<file path="src/rtl/moving_average_pkg.sv">
// -----------------------------------------------------------------------------
// moving_average_pkg
// Shared helpers for the moving_average_n block:
//   sum_width()    - accumulator width that cannot wrap for 2**log2n samples
//   round_offset() - half-LSB offset added before the divide-by-N shift
//   params_legal() - parameter legality (data_w >= 2, 1 <= log2n <= 8)
// -----------------------------------------------------------------------------
package moving_average_pkg;

  function automatic int sum_width(input int data_w, input int log2n);
    return data_w + log2n;
  endfunction

  function automatic int round_offset(input int log2n);
    return (log2n > 0) ? (1 << (log2n - 1)) : 0;
  endfunction

  function automatic bit params_legal(input int data_w, input int log2n);
    return (data_w >= 2) && (log2n >= 1) && (log2n <= 8);
  endfunction

endpackage

</file>
<file path="src/rtl/mavg_window_buf.sv">
// -----------------------------------------------------------------------------
// mavg_window_buf
// Circular sample window of N = 2**LOG2N entries with write pointer and a
// saturating fill counter. Presents the sample about to be evicted.
// Ports:
//   clk       - clock
//   rst_n     - asynchronous reset, active low (pointer/fill/full only)
//   i_clr     - synchronous clear of pointer and fill; blocks the write
//   i_accept  - write i_data this cycle
//   i_data    - sample to store
//   o_oldest  - entry at the write pointer once the window is full, else 0
//   o_full    - registered, high while the window holds N samples
// -----------------------------------------------------------------------------
module mavg_window_buf
  import moving_average_pkg::*;
#(
  parameter int DATA_W = 8,
  parameter int LOG2N  = 4
) (
  input  logic              clk,
  input  logic              rst_n,
  input  logic              i_clr,
  input  logic              i_accept,
  input  logic [DATA_W-1:0] i_data,
  output logic [DATA_W-1:0] o_oldest,
  output logic              o_full
);

  localparam int N = 1 << LOG2N;
  localparam logic [LOG2N:0]   FILL_MAX = (LOG2N+1)'(N);
  localparam logic [LOG2N:0]   FILL_NM1 = (LOG2N+1)'(N - 1);
  localparam logic [LOG2N:0]   FILL_ONE = (LOG2N+1)'(1);
  localparam logic [LOG2N-1:0] PTR_ONE  = LOG2N'(1);

  logic [DATA_W-1:0] r_mem [N];
  logic [LOG2N-1:0]  r_wr_ptr;
  logic [LOG2N:0]    r_fill;
  logic              r_full;
  logic              w_write;

  assign w_write = i_accept && !i_clr;

  // Storage is deliberately not reset: the full flag masks stale contents.
  always_ff @(posedge clk) begin
    if (w_write) begin
      r_mem[r_wr_ptr] <= i_data;
    end
  end

  always_ff @(posedge clk or negedge rst_n) begin
    if (!rst_n) begin
      r_wr_ptr <= '0;
      r_fill   <= '0;
      r_full   <= 1'b0;
    end else if (i_clr) begin
      r_wr_ptr <= '0;
      r_fill   <= '0;
      r_full   <= 1'b0;
    end else if (i_accept) begin
      // Pointer is exactly LOG2N bits, so N-1 -> 0 wraps naturally.
      r_wr_ptr <= r_wr_ptr + PTR_ONE;
      if (r_fill != FILL_MAX) begin
        r_fill <= r_fill + FILL_ONE;
      end
      // Full after this write if we were at N-1 or already full.
      r_full <= (r_fill >= FILL_NM1);
    end
  end

  // Once full, the write pointer addresses the oldest sample.
  assign o_oldest = r_full ? r_mem[r_wr_ptr] : '0;
  assign o_full   = r_full;

endmodule

</file>
<file path="src/rtl/moving_average_n.sv">
// -----------------------------------------------------------------------------
// moving_average_n
// Running sum and mean over the last N = 2**LOG2N accepted signed samples.
// The accumulator is DATA_W+LOG2N bits wide so it can never wrap. Results are
// registered one cycle after each accepted sample. During warm-up the mean is
// sum/N with zero padding.
// Optional build macro: MOVING_AVERAGE_ROUND_EN - when defined, out_avg rounds
// half toward +inf instead of flooring; out_sum is unaffected.
// Ports:
//   system1000       - clock
//   system1000_rstn  - asynchronous reset, active low
//   clr              - synchronous clear of window state, overrides in_valid
//   in_valid         - in_data carries a sample this cycle
//   in_data          - signed sample, DATA_W bits
//   out_valid        - out_avg/out_sum updated this cycle
//   out_avg          - signed window mean, DATA_W bits
//   out_sum          - signed window sum, SUM_W bits
//   out_full         - window holds N valid samples
// -----------------------------------------------------------------------------
module moving_average_n
  import moving_average_pkg::*;
#(
  parameter  int DATA_W = 8,
  parameter  int LOG2N  = 4,
  localparam int SUM_W  = sum_width(DATA_W, LOG2N)
) (
  input  logic                     system1000,
  input  logic                     system1000_rstn,
  input  logic                     clr,
  input  logic                     in_valid,
  input  logic signed [DATA_W-1:0] in_data,
  output logic                     out_valid,
  output logic signed [DATA_W-1:0] out_avg,
  output logic signed [SUM_W-1:0]  out_sum,
  output logic                     out_full
);

  if (!params_legal(DATA_W, LOG2N)) begin : g_bad_params
    $error("moving_average_n: need DATA_W >= 2 and 1 <= LOG2N <= 8");
  end

  logic [DATA_W-1:0]        w_oldest;
  logic                     w_full;
  logic signed [SUM_W-1:0]  w_in_ext;
  logic signed [SUM_W-1:0]  w_old_ext;
  logic signed [SUM_W-1:0]  w_sum_n;
  logic signed [DATA_W-1:0] w_avg;

  logic                     r_valid;
  logic signed [SUM_W-1:0]  r_sum;
  logic signed [DATA_W-1:0] r_avg;

  mavg_window_buf #(
    .DATA_W (DATA_W),
    .LOG2N  (LOG2N)
  ) u_win (
    .clk      (system1000),
    .rst_n    (system1000_rstn),
    .i_clr    (clr),
    .i_accept (in_valid),
    .i_data   (in_data),
    .o_oldest (w_oldest),
    .o_full   (w_full)
  );

  assign w_in_ext  = {{LOG2N{in_data[DATA_W-1]}}, in_data};
  assign w_old_ext = {{LOG2N{w_oldest[DATA_W-1]}}, w_oldest};
  assign w_sum_n   = r_sum + w_in_ext - w_old_ext;

`ifdef MOVING_AVERAGE_ROUND_EN
  localparam logic signed [SUM_W:0] RND_OFF = (SUM_W+1)'(round_offset(LOG2N));

  logic signed [SUM_W:0] w_rnd;
  logic                  w_unused_rnd;

  // One guard bit keeps the offset add from wrapping; the shifted and
  // truncated result always fits DATA_W.
  assign w_rnd        = {w_sum_n[SUM_W-1], w_sum_n} + RND_OFF;
  assign w_avg        = w_rnd[LOG2N +: DATA_W];
  assign w_unused_rnd = ^{w_rnd[SUM_W], w_rnd[LOG2N-1:0]};
`else
  // Arithmetic shift right by LOG2N then truncate to DATA_W is exactly the
  // upper DATA_W bits of the sum (floor toward -inf).
  assign w_avg = w_sum_n[SUM_W-1:LOG2N];
`endif

  always_ff @(posedge system1000 or negedge system1000_rstn) begin
    if (!system1000_rstn) begin
      r_valid <= 1'b0;
      r_sum   <= '0;
      r_avg   <= '0;
    end else if (clr) begin
      r_valid <= 1'b0;
      r_sum   <= '0;
      r_avg   <= '0;
    end else if (in_valid) begin
      r_valid <= 1'b1;
      r_sum   <= w_sum_n;
      r_avg   <= w_avg;
    end else begin
      r_valid <= 1'b0;
    end
  end

  assign out_valid = r_valid;
  assign out_sum   = r_sum;
  assign out_avg   = r_avg;
  assign out_full  = w_full;

endmodule

</file>
<file path="config.mk">
export PLATFORM = sky130hd
export DESIGN_NAME = moving_average_n
export DESIGN_NICKNAME = d
export VERILOG_FILES = /design/src/rtl/moving_average_pkg.sv /design/src/rtl/mavg_window_buf.sv /design/src/rtl/moving_average_n.sv
export SDC_FILE = /design/constraint.sdc
export NUM_CORES = 1
export LEC_CHECK = 0
export CAP_MARGIN = 25
export CELL_PAD_IN_SITES_DETAIL_PLACEMENT = 1
export CELL_PAD_IN_SITES_GLOBAL_PLACEMENT = 2
export CORE_MARGIN = 2
export CORE_UTILIZATION = 40
export CTS_CLUSTER_DIAMETER = 30
export DETAILED_ROUTE_END_ITERATION = 8
export PLACE_DENSITY = 0.73
export SETUP_SLACK_MARGIN = 0.02
export SLEW_MARGIN = 40
export SYNTH_ARGS = -nofsm -noshare
export SYNTH_HDL_FRONTEND = slang
export SYNTH_HIERARCHICAL = 1
export SYNTH_SLANG_ARGS = --single-unit
</file>
<file path="constraint.sdc">
create_clock -name system1000 -period 3.5 [get_ports system1000]
set_input_delay 0.7 -clock system1000 [delete_from_list [all_inputs] [get_ports system1000]]
set_output_delay 0.7 -clock system1000 [all_outputs]
set_load 0.02 [all_outputs]
</file>
-- Yosys cells after proc, flatten, opt, wreduce, memory -nomap -nowiden
Memories as Yosys holds them, arrays and structs flattened.
Cells that the tools add are included.
- reduce and logical (&&, ||, !) cells: 5
- add/sub/neg operators: 4
- order comparisons: 1
- eq/ne operators: 1
- multiplexer cells: 16
- operators by type and width (kind ; count):
    two-way mux 12 bit ; 2
    two-way mux 8 bit ; 3
    two-way mux 5 bit ; 3
    adder 12 x 8 -> 12 bit ; 1
    subtractor 12 x 8 -> 12 bit ; 1
    two-way mux 4 bit ; 2
    two-way mux 1 bit ; 6
    adder 5 x 1 -> 5 bit, second input constant ; 1
    greater-or-equal comparator 5 x 4 -> 1 bit, second input constant ; 1
    inequality test 5 bit, second input constant ; 1
    adder 4 x 1 -> 4 bit, second input constant ; 1
    nonzero test 2 bit ; 2
    AND reduction 2 bit ; 1
    logical AND 1 bit ; 1
    zero test 1 bit ; 1
- RAM bits: 128
- input port bits: 12
- memories kept: 1
- output and inout bits: 22
- register bits after elaboration: 31
- word-level logic and storage cells: 34
- memories (name ; words ; width ; rd ports ; clocked after memory_dff ; write ports ; RTL line ; RTL):
    u_win.r_mem ; 16 ; 8 ; 1 ; 0 ; 1 ; mavg_window_buf.sv:35 ; logic [DATA_W-1:0] r_mem [N];

-- Depth between registers and ports, before layout
Gate-level depths: netlist of the first run.
An unclocked memory read counts as a cell.
- depth in word-level cells: 5
- gate-level depth with buffers: 16
- depth with buffers taken out: 13

-- Cells and area by module
The synthesis of the first run kept the hierarchy.
- by module, submodules not included (module ; area each (µm²) ; cells each ; times used ; seq. area each (µm²)):
    mavg_window_buf ; 5584.1 ; 285 ; 1 ; 4093.9
    moving_average_n ; 1420.1 ; 164 ; 1 ; 325.3

-- Worst setup path after synthesis of the first run
Ideal clock, no wire load.
- kind: reg2reg
- from: register u_win.r_wr_ptr[1]
- to: register r_sum[11], in the netlist out_sum[11]
- required time: 3426 ps
- setup time: 74 ps
- buffers on the path: 2
- period minus slack after synthesis: 3547 ps
- arrival: 3472 ps
- cell stages (with the launch flop): 15
- path slack: -47 ps
- cells stage by stage: dfrtp_1 buf_6 buf_4 mux4_2 a22oi_1 o21ai_1 fa_1 inv_1 ha_1 a21oi_2 nand2_1 o21a_1 or4b_4 a21o_1 a21oi_2
- cells in the longest elaborated chain, start to end: 5
- RTL lines (item ; RTL line ; RTL):
    start: declaration ; mavg_window_buf.sv:36 ; logic [LOG2N-1:0] r_wr_ptr;
    start signal: assignment ; mavg_window_buf.sv:61 ; r_wr_ptr <= r_wr_ptr + PTR_ONE;
    memory read (16 x 8 bit) ; - ;
    two-way mux 8 bit ; mavg_window_buf.sv:71 ; assign o_oldest = r_full ? r_mem[r_wr_ptr] : '0;
    via w_oldest[4] ; moving_average_n.sv:42 ; logic [DATA_W-1:0] w_oldest;
    subtractor 12 x 8 -> 12 bit ; moving_average_n.sv:68 ; assign w_sum_n = r_sum + w_in_ext - w_old_ext;
    two-way mux 12 bit ; moving_average_n.sv:96 ; end else if (in_valid) begin
    two-way mux 12 bit ; moving_average_n.sv:92 ; end else if (clr) begin
    end signal: assignment ; moving_average_n.sv:98 ; r_sum <= w_sum_n;
    end: declaration ; moving_average_n.sv:50 ; logic signed [SUM_W-1:0] r_sum;
The timed path passes the listed nets, and every way through them passes these cells. The select of a mux whose other input is x is not followed.
A chain may end at the register's enable or synchronous reset.

-- Worst setup path after layout of the first run
Ends and elaborated chain as after synthesis.

==> run_results.csv, run 1 <==
group,metric,value,unit
outcome,status,"finished, violations left",
outcome,failed_checks,"setup timing",
yosys,yosysSeqAreaShare,0.631,
detailed_routing,first_iter_violations,270,
finish,layout-drive-gt1-share,0.323,
critical_path,crit_arrival,4.05,ns
detailed_routing,dr.pass1.iters,4,
die,die_area,18600,um^2
cts,clock-sinks,151,
flow_run,maxCapViolCount,0,
global_routing,grt_pass1_vias,4547,
die,fp.dieH,136,um
finish,layout.nets,594,
die,ios,34,
yosys,synth_top_area_share,0.549,
power_and_ir_drop,seqPwrFrac,0.363,
die,num_rows,48,
power_and_ir_drop,switchingPower,1.75,mW
timing,relSlewSlack,0.603,
timing,setup_ws,-0.198,ns
global_routing,grt_pass1_wl,26.3,mm
timing,skew,0.0112,ns
yosys,synthTopCellsByCount,"edfxtp_1 (128), inv_1 (48), mux4_2 (27), nor2_1 (27), dfrtp_1 (23)",
timing,grt_setup_unrepaired,"yes",
yosys,yosysMostFrequentCell,"edfxtp_1",
yosys,syn_area,7000,um^2
detailed_routing,detail-route-antenna-nets,0,
power_and_ir_drop,power,5.76,mW
cts,clk_pin_slew,0.07,ns
critical_path,reg2reg_from,"u_win/r_wr_ptr[1]",
finish,diodes,0,
global_routing,grt_usage,0.195,
placed_design,place_ws,-0.333,ns
timing,timing.fmax,270,MHz
power_and_ir_drop,p_leak,3.21,nW
critical_path,worst-r2r-cell-count,15,
detailed_routing,viasPerCell,5.26,
timing,setup_tns,-0.563,ns
cts,cts_buffer_depth,2,
yosys,synth_cell_types,50,
detailed_routing,post_drt_wl_per_cell,21.5,um
yosys,syn_avg_cell_area,15.6,um^2
hold_path,hold_path_class,"reg2reg",
placed_design,port_buffers,33,
critical_path,worstPathMaxFanout,7,
finish,fin_util,0.517,
timing,tightest_slew,0.594,ns
cts,cts_tree,"yes",
cts,root_buffer,"clkbuf_16",
power_and_ir_drop,ir_drop,373,uV
power_and_ir_drop,power.density,646,nW/um^2
yosys,synth_edf_count,128,
critical_path,critPathCaptureType,"flop",
yosys,syn_inst,449,
yosys,synth_area_leader_cell,"edfxtp_1",
die,core,17200,um^2
timing,hold_violations,0,
critical_path,critPathLaunchType,"flop",
critical_path,path_class,"reg2reg",
power_and_ir_drop,switching_share,0.305,
placed_design,gp_congestion,0.765,
critical_path,r2r_end,"out_sum[11]",
detailed_routing,routed_wl,17.0,mm
cts,cts_inserted_buffers,17,
timing,maxSlewViolCount,0,
power_and_ir_drop,p_int,4.01,mW
global_routing,overflow,0,
finish,seq_area,4420,um^2
yosys,synth_fp_nets,492,
yosys,ys_ff_latch,151,
timing,period_needed,3.70,ns
global_routing,antenna_found_initial,0,
yosys,ys_warn_count,6,
yosys,synthArstFlopShare,0.152,
die,start_util,0.406,
placed_design,dp_hpwl,11.3,mm
detailed_routing,vias,4149,
finish,multi_input_area,2450,um^2
placed_design,placed_area,7990,um^2
finish,area_growth,27.3,%
detailed_routing,route.detailed.drc,0,
power_and_ir_drop,combPwrFrac,0.329,
critical_path,crit_start,"u_win/r_wr_ptr[1]",
finish,fin_area,8920,um^2
die,fp.dieW,136,um
finish,fillers,1636,
yosys,synthFlopType,"edfxtp_1",
yosys,synthTopCellsByArea,"edfxtp_1 (55%), mux4_2 (8.7%), dfrtp_1 (8.2%)",
power_and_ir_drop,pwr-share-clk,0.308,
timing,finalSetupViolCount,6,
global_routing,grt_max_degree,26,
cts,clk_latency,0.42,ns
critical_path,r2r_setup_slack,-0.20,ns
critical_path,crit_end,"out_sum[11]",
cts,h-tree-depth,4,
timing,fin_crit_sh,1.06,
critical_path,crit_required,3.85,ns
==> metrics by stage <==
stage          hold WS [ns]  cells
6_report              0.561    789
4_1_cts               0.565    785
3_5_place_dp          0.548    745
2_1_floorplan         0.404    449
3_3_place_gp          0.534    745
5_1_grt               0.588    789
==> critical path: stages, from the launching register on <==
cell	delay [ns]
dfrtp_2	0.49
buf_12	0.16
buf_16	0.13
buf_6	0.14
mux4_2	0.30
mux2i_1	0.18
o21ai_2	0.10
fa_1	0.51
inv_1	0.06
ha_4	0.24
a21oi_4	0.17
nand2_2	0.09
o21a_1	0.22
or4b_4	0.55
a21o_1	0.18
a21oi_2	0.11
==> kinds of logic after synthesis <==
group | Yosys count | synth area share
and+or+nand+nor | 85 | 0.0640
muxes | 47 | 0.127
adders and majority gates | 31 | 0.0672
xor gates and xnor gates | 11 | 0.0138
DFF | 151 | 0.631
AOI/OAI and AO/OA | 49 | 0.0452
buffers and inverters | 75 | 0.0520
==> per-layer routing <==
metal,vias up,part of all wire,GRT usage
met1,2166,0.44,0.254
met2,90,0.50,0.326
met4,0,0.020,0.0642
li1,1874,-,-
met3,19,0.040,0.0429
met5,-,0,0
==> layout by cell type (no fill, tap or decap), types with 4 or more instances in the layout <==
master,Yosys,final
a22oi_2,0,8
a21oi_1,11,7
nor3_1,8,8
nand2b_1,5,5
buf_12,1,6
buf_4,10,66
clkbuf_16,0,17
nand2_1,14,12
mux2i_1,15,15
nand4_1,4,4
ha_4,0,8
nor2_1,27,27
xor2_1,5,4
o21ai_2,0,5
mux4_2,27,29
a21oi_2,2,4
inv_1,48,44
inv_2,0,4
edfxtp_1,128,128
buf_6,3,4
dfrtp_1,23,22
nand3_1,8,8
clkdlybuf4s50_1,0,33
nor2b_1,4,4
xnor2_1,6,6
fa_1,11,10
inv_6,0,4
ha_1,20,11
==> area by class of cell <==
cell class	count	area share
Sequential cell	151	0.496
Multi-Input combinational cell	223	0.275
Timing Repair Buffer	110	0.114
Clock buffer	18	0.0481
Tap cell	225	0.0316
Inverter	48	0.0202
Clock inverter	14	0.0157
==> what timing repair did <==
action,in CTS,in global routing
cloned,1,0
hold buffers,0,0
pin swaps,20,13
setup endpoints to repair,7,8
gates resized for setup,38,12
setup buffers,8,4
==> flip-flops by register name, summed over array words and instances, names as in the netlist <==
name,cells
u_win/r_mem,128
out_valid,1
out_sum,12
u_win/r_fill,5
u_win/o_full,1
u_win/r_wr_ptr,4
==> how the worst min path moves through the flow <==
stage / slack, ns / depth (start not counted) / endpoint / from
2_1_floorplan: 0.40 / 0 / out_sum[0] / system1000_rstn
5_1_grt: 0.59 / 2 / out_sum[0] / out_sum[0]
6_report: 0.56 / 2 / out_sum[0] / out_sum[0]
4_1_cts: 0.56 / 2 / out_sum[0] / out_sum[0]
3_3_place_gp: 0.53 / 2 / out_sum[0] / out_sum[0]
3_5_place_dp: 0.55 / 2 / out_sum[0] / out_sum[0]
==> power by group through the flow <==
stage	Combinational [mW]	Clock, mW	Sequential, mW
finish	1.90	1.78	2.09
CTS	1.80	1.81	2.09
global route	2.09	1.88	2.10
global placement	1.56	0	2.12
detailed placement	1.61	0	2.13
floorplan	0.926	0	2.17
Power figures use the tool's default switching activity.
==> inputs of run 2 (changes only) <==
--- a/config.mk
+++ b/config.mk
@@ -12,10 +12,11 @@
 export CORE_UTILIZATION = 40
 export CTS_CLUSTER_DIAMETER = 30
 export DETAILED_ROUTE_END_ITERATION = 8
-export PLACE_DENSITY = 0.73
+export PLACE_DENSITY = 0.71
 export SETUP_SLACK_MARGIN = 0.02
 export SLEW_MARGIN = 40
 export SYNTH_ARGS = -nofsm -noshare
 export SYNTH_HDL_FRONTEND = slang
 export SYNTH_HIERARCHICAL = 1
 export SYNTH_SLANG_ARGS = --single-unit
+export TNS_END_PERCENT = 5
==> run 2 against run 1 <==
Net effect:
- the run still ends with setup timing left
- largest cell class unchanged
- hold slack worse by 0.0032 ns
- largest power group unchanged
- final area is 0.95% lower
- maximum frequency hardly changed
==> run_results.csv, run 2 (same netlist as run 1, synthesis figures left out) <==
group,metric,value,unit
critical_path,path_cells,"buf_12 > buf_12 > buf_6 > mux4_2 > a22oi_2 > o21ai_2 > fa_1 > inv_2 > ha_4 > a21oi_4 > nand2_2 > o21a_1 > or4b_4 > a21o_1 > a21oi_2",
finish,area_growth,26.1,%
die,start_util,0.406,
critical_path,r2r_setup_slack,-0.20,ns
timing,holdWs,0.557,ns
placed_design,dp_cells,744,
critical_path,worst-r2r-cell-count,15,
timing,fin_crit_sh,1.06,
critical_path,reg2reg_from,"u_win/r_wr_ptr[1]",
outcome,failed_checks,"setup timing",
timing,period_needed,3.70,ns
detailed_routing,detail-route-antenna-nets,0,
critical_path,critPathCaptureType,"flop",
critical_path,cp_slowest_cell,"fa_1",
cts,cts_hold_buf,0,
timing,relSlewSlack,0.534,
timing,timing.fmax,270,MHz
global_routing,grt_pass1_vias,4345,
critical_path,worst_path_most_repeated_cell,"buf_12",
cts,clk_latency,0.43,ns
outcome,status,"finished, violations left",
die,num_rows,48,
power_and_ir_drop,ir_drop,347,uV
placed_design,gp_congestion,0.825,
timing,finalSetupViolCount,5,
cts,cts_inserted_buffers,17,
power_and_ir_drop,power.density,636,nW/um^2
detailed_routing,post_drt_wl_per_cell,22.2,um
finish,layout_commonest_cell,"edfxtp_1",
die,fp.dieW,136,um
critical_path,max_stage_delay,0.52,ns
die,ios,34,
flow_run,maxCapViolCount,0,
finish,instances_no_fill,782,
die,die_area,18600,um^2
critical_path,crit_required,3.85,ns
global_routing,grt_max_degree,26,
detailed_routing,vias,4155,
cts,cts_tree,"yes",
finish,layout_common_cells,"edfxtp_1 (128), buf_4 (62), inv_1 (45), clkdlybuf4s50_1 (33), mux4_2 (30)",
finish,layout-drive-gt1-share,0.305,
global_routing,grt_usage,0.197,
critical_path,critPathLaunchType,"flop",
timing,maxSlewViolCount,0,
hold_path,holdPathEnd,"out_sum[1]",
placed_design,port_buffers,33,
detailed_routing,first_iter_violations,272,
hold_path,hold_path_class,"reg2reg",
critical_path,cp_top_family,"compound AO/OA/AOI/OAI gates",
hold_path,hold_path_depth,2,
timing,skew,0.0175,ns
critical_path,worstPathMaxFanout,7,
timing,hold_violations,0,
critical_path,r2r_end,"out_sum[11]",
critical_path,path_class,"reg2reg",
finish,layout.nets,590,
cts,clk_pin_slew,0.06,ns
cts,h-tree-depth,4,
finish,largest_reg_flops,128,
timing,tightest_slew,0.697,ns
global_routing,grt_pass1_wl,26.1,mm
die,fp.dieH,136,um
hold_path,min-delay-start,"out_sum[1]",
cts,cts_buffer_depth,2,
timing,grt_setup_unrepaired,"yes",
finish,fillers,1665,
placed_design,dp_hpwl,11.4,mm
finish,diodes,0,
cts,clock-sinks,151,
global_routing,antenna_found_initial,0,
cts,root_buffer,"clkbuf_16",
critical_path,worst-path-buf-inv,4,
die,core,17200,um^2
detailed_routing,routed_wl,17.3,mm
critical_path,crit_arrival,4.05,ns
detailed_routing,route.detailed.drc,0,
detailed_routing,viasPerCell,5.31,
finish,fin_util,0.512,
global_routing,overflow,0,
detailed_routing,dr.pass1.iters,4,
critical_path,crit_start,"u_win/r_wr_ptr[1]",
power_and_ir_drop,p_leak,3.19,nW
finish,regMostFlops,"u_win/r_mem",
timing,setup_ws,-0.197,ns
-- run 2: cell types whose count changed in the layout (fill, tap and decap cells not counted), moves of 2 or more --
cell	delta
mux2i_1	-3
ha_1	+5
ha_4	-4
inv_8	-3
clkinv_4	+2
mux2i_2	+3
inv_6	-3
buf_4	-4
-- run 2: area by class of cell --
cell class / instances / area (um^2) / share of cell area
clock buffers: 17 / 425 / 0.0482
clock inverters: 12 / 131 / 0.0149
inverters: 48 / 180 / 0.0204
multi-input cells: 223 / 2390 / 0.271
flip-flops and latches: 151 / 4420 / 0.500
well taps: 225 / 282 / 0.0319
repair buffers: 106 / 1000 / 0.113
-- run 2: how the worst max path moves through the flow --
stage / endpoint / depth (start not counted) / slack [ns]
finish: out_sum[11] / 15 / -0.20
global route: out_sum[11] / 14 / -0.38
CTS: out_sum[11] / 15 / -0.21
detailed placement: out_sum[11] / 13 / -0.38
global placement: out_sum[11] / 13 / -0.30
floorplan: out_sum[11] / 14 / 0.02
-- run 2: metrics by stage --
stage | cell area (um^2) | setup slack [ns] | power [mW] | TNS (ns)
floorplan | 7040 | 0.0235 | 3.10 | 0
global placement | 8010 | -0.303 | 3.71 | -1.56
detailed placement | 8010 | -0.381 | 3.75 | -1.88
CTS | 8750 | -0.206 | 5.58 | -0.642
global route | 8830 | -0.382 | 5.90 | -1.86
finish | 8830 | -0.197 | 5.62 | -0.510
-- run 2: per-layer routing --
metal / share of wire / vias up / GRT usage
met5: 0 / - / 0
met4: 0.017 / 0 / 0.0608
met3: 0.035 / 21 / 0.0362
met2: 0.50 / 100 / 0.325
met1: 0.45 / 2163 / 0.266
li1: - / 1871 / -
-- run 2: where the power goes --
group | switching [mW] | leakage (nW) | total (mW) | internal (mW)
Clock | 0.712 | 0.264 | 1.75 | 1.04
Combinational | 0.876 | 1.46 | 1.79 | 0.910
Sequential | 0.0654 | 1.46 | 2.09 | 2.02
Total | 1.65 | 3.19 | 5.62 | 3.97
-- run 2: tightest hold or removal path, delay by kind of cell, from the launching register on --
kind | cells | cell delay [ns]
flops | 1 | 0.36
mux | 1 | 0.07
simple gates | 1 | 0.08
-- run 2: timing repair --
item                                    4_1_cts  5_1_grt
pin swaps                                    18       17
endpoints found under the hold margin         0        0
gates cloned                                  1        0
gates resized for setup                      24       16
endpoints found under the setup margin        8        7
setup buffers                                 5        3
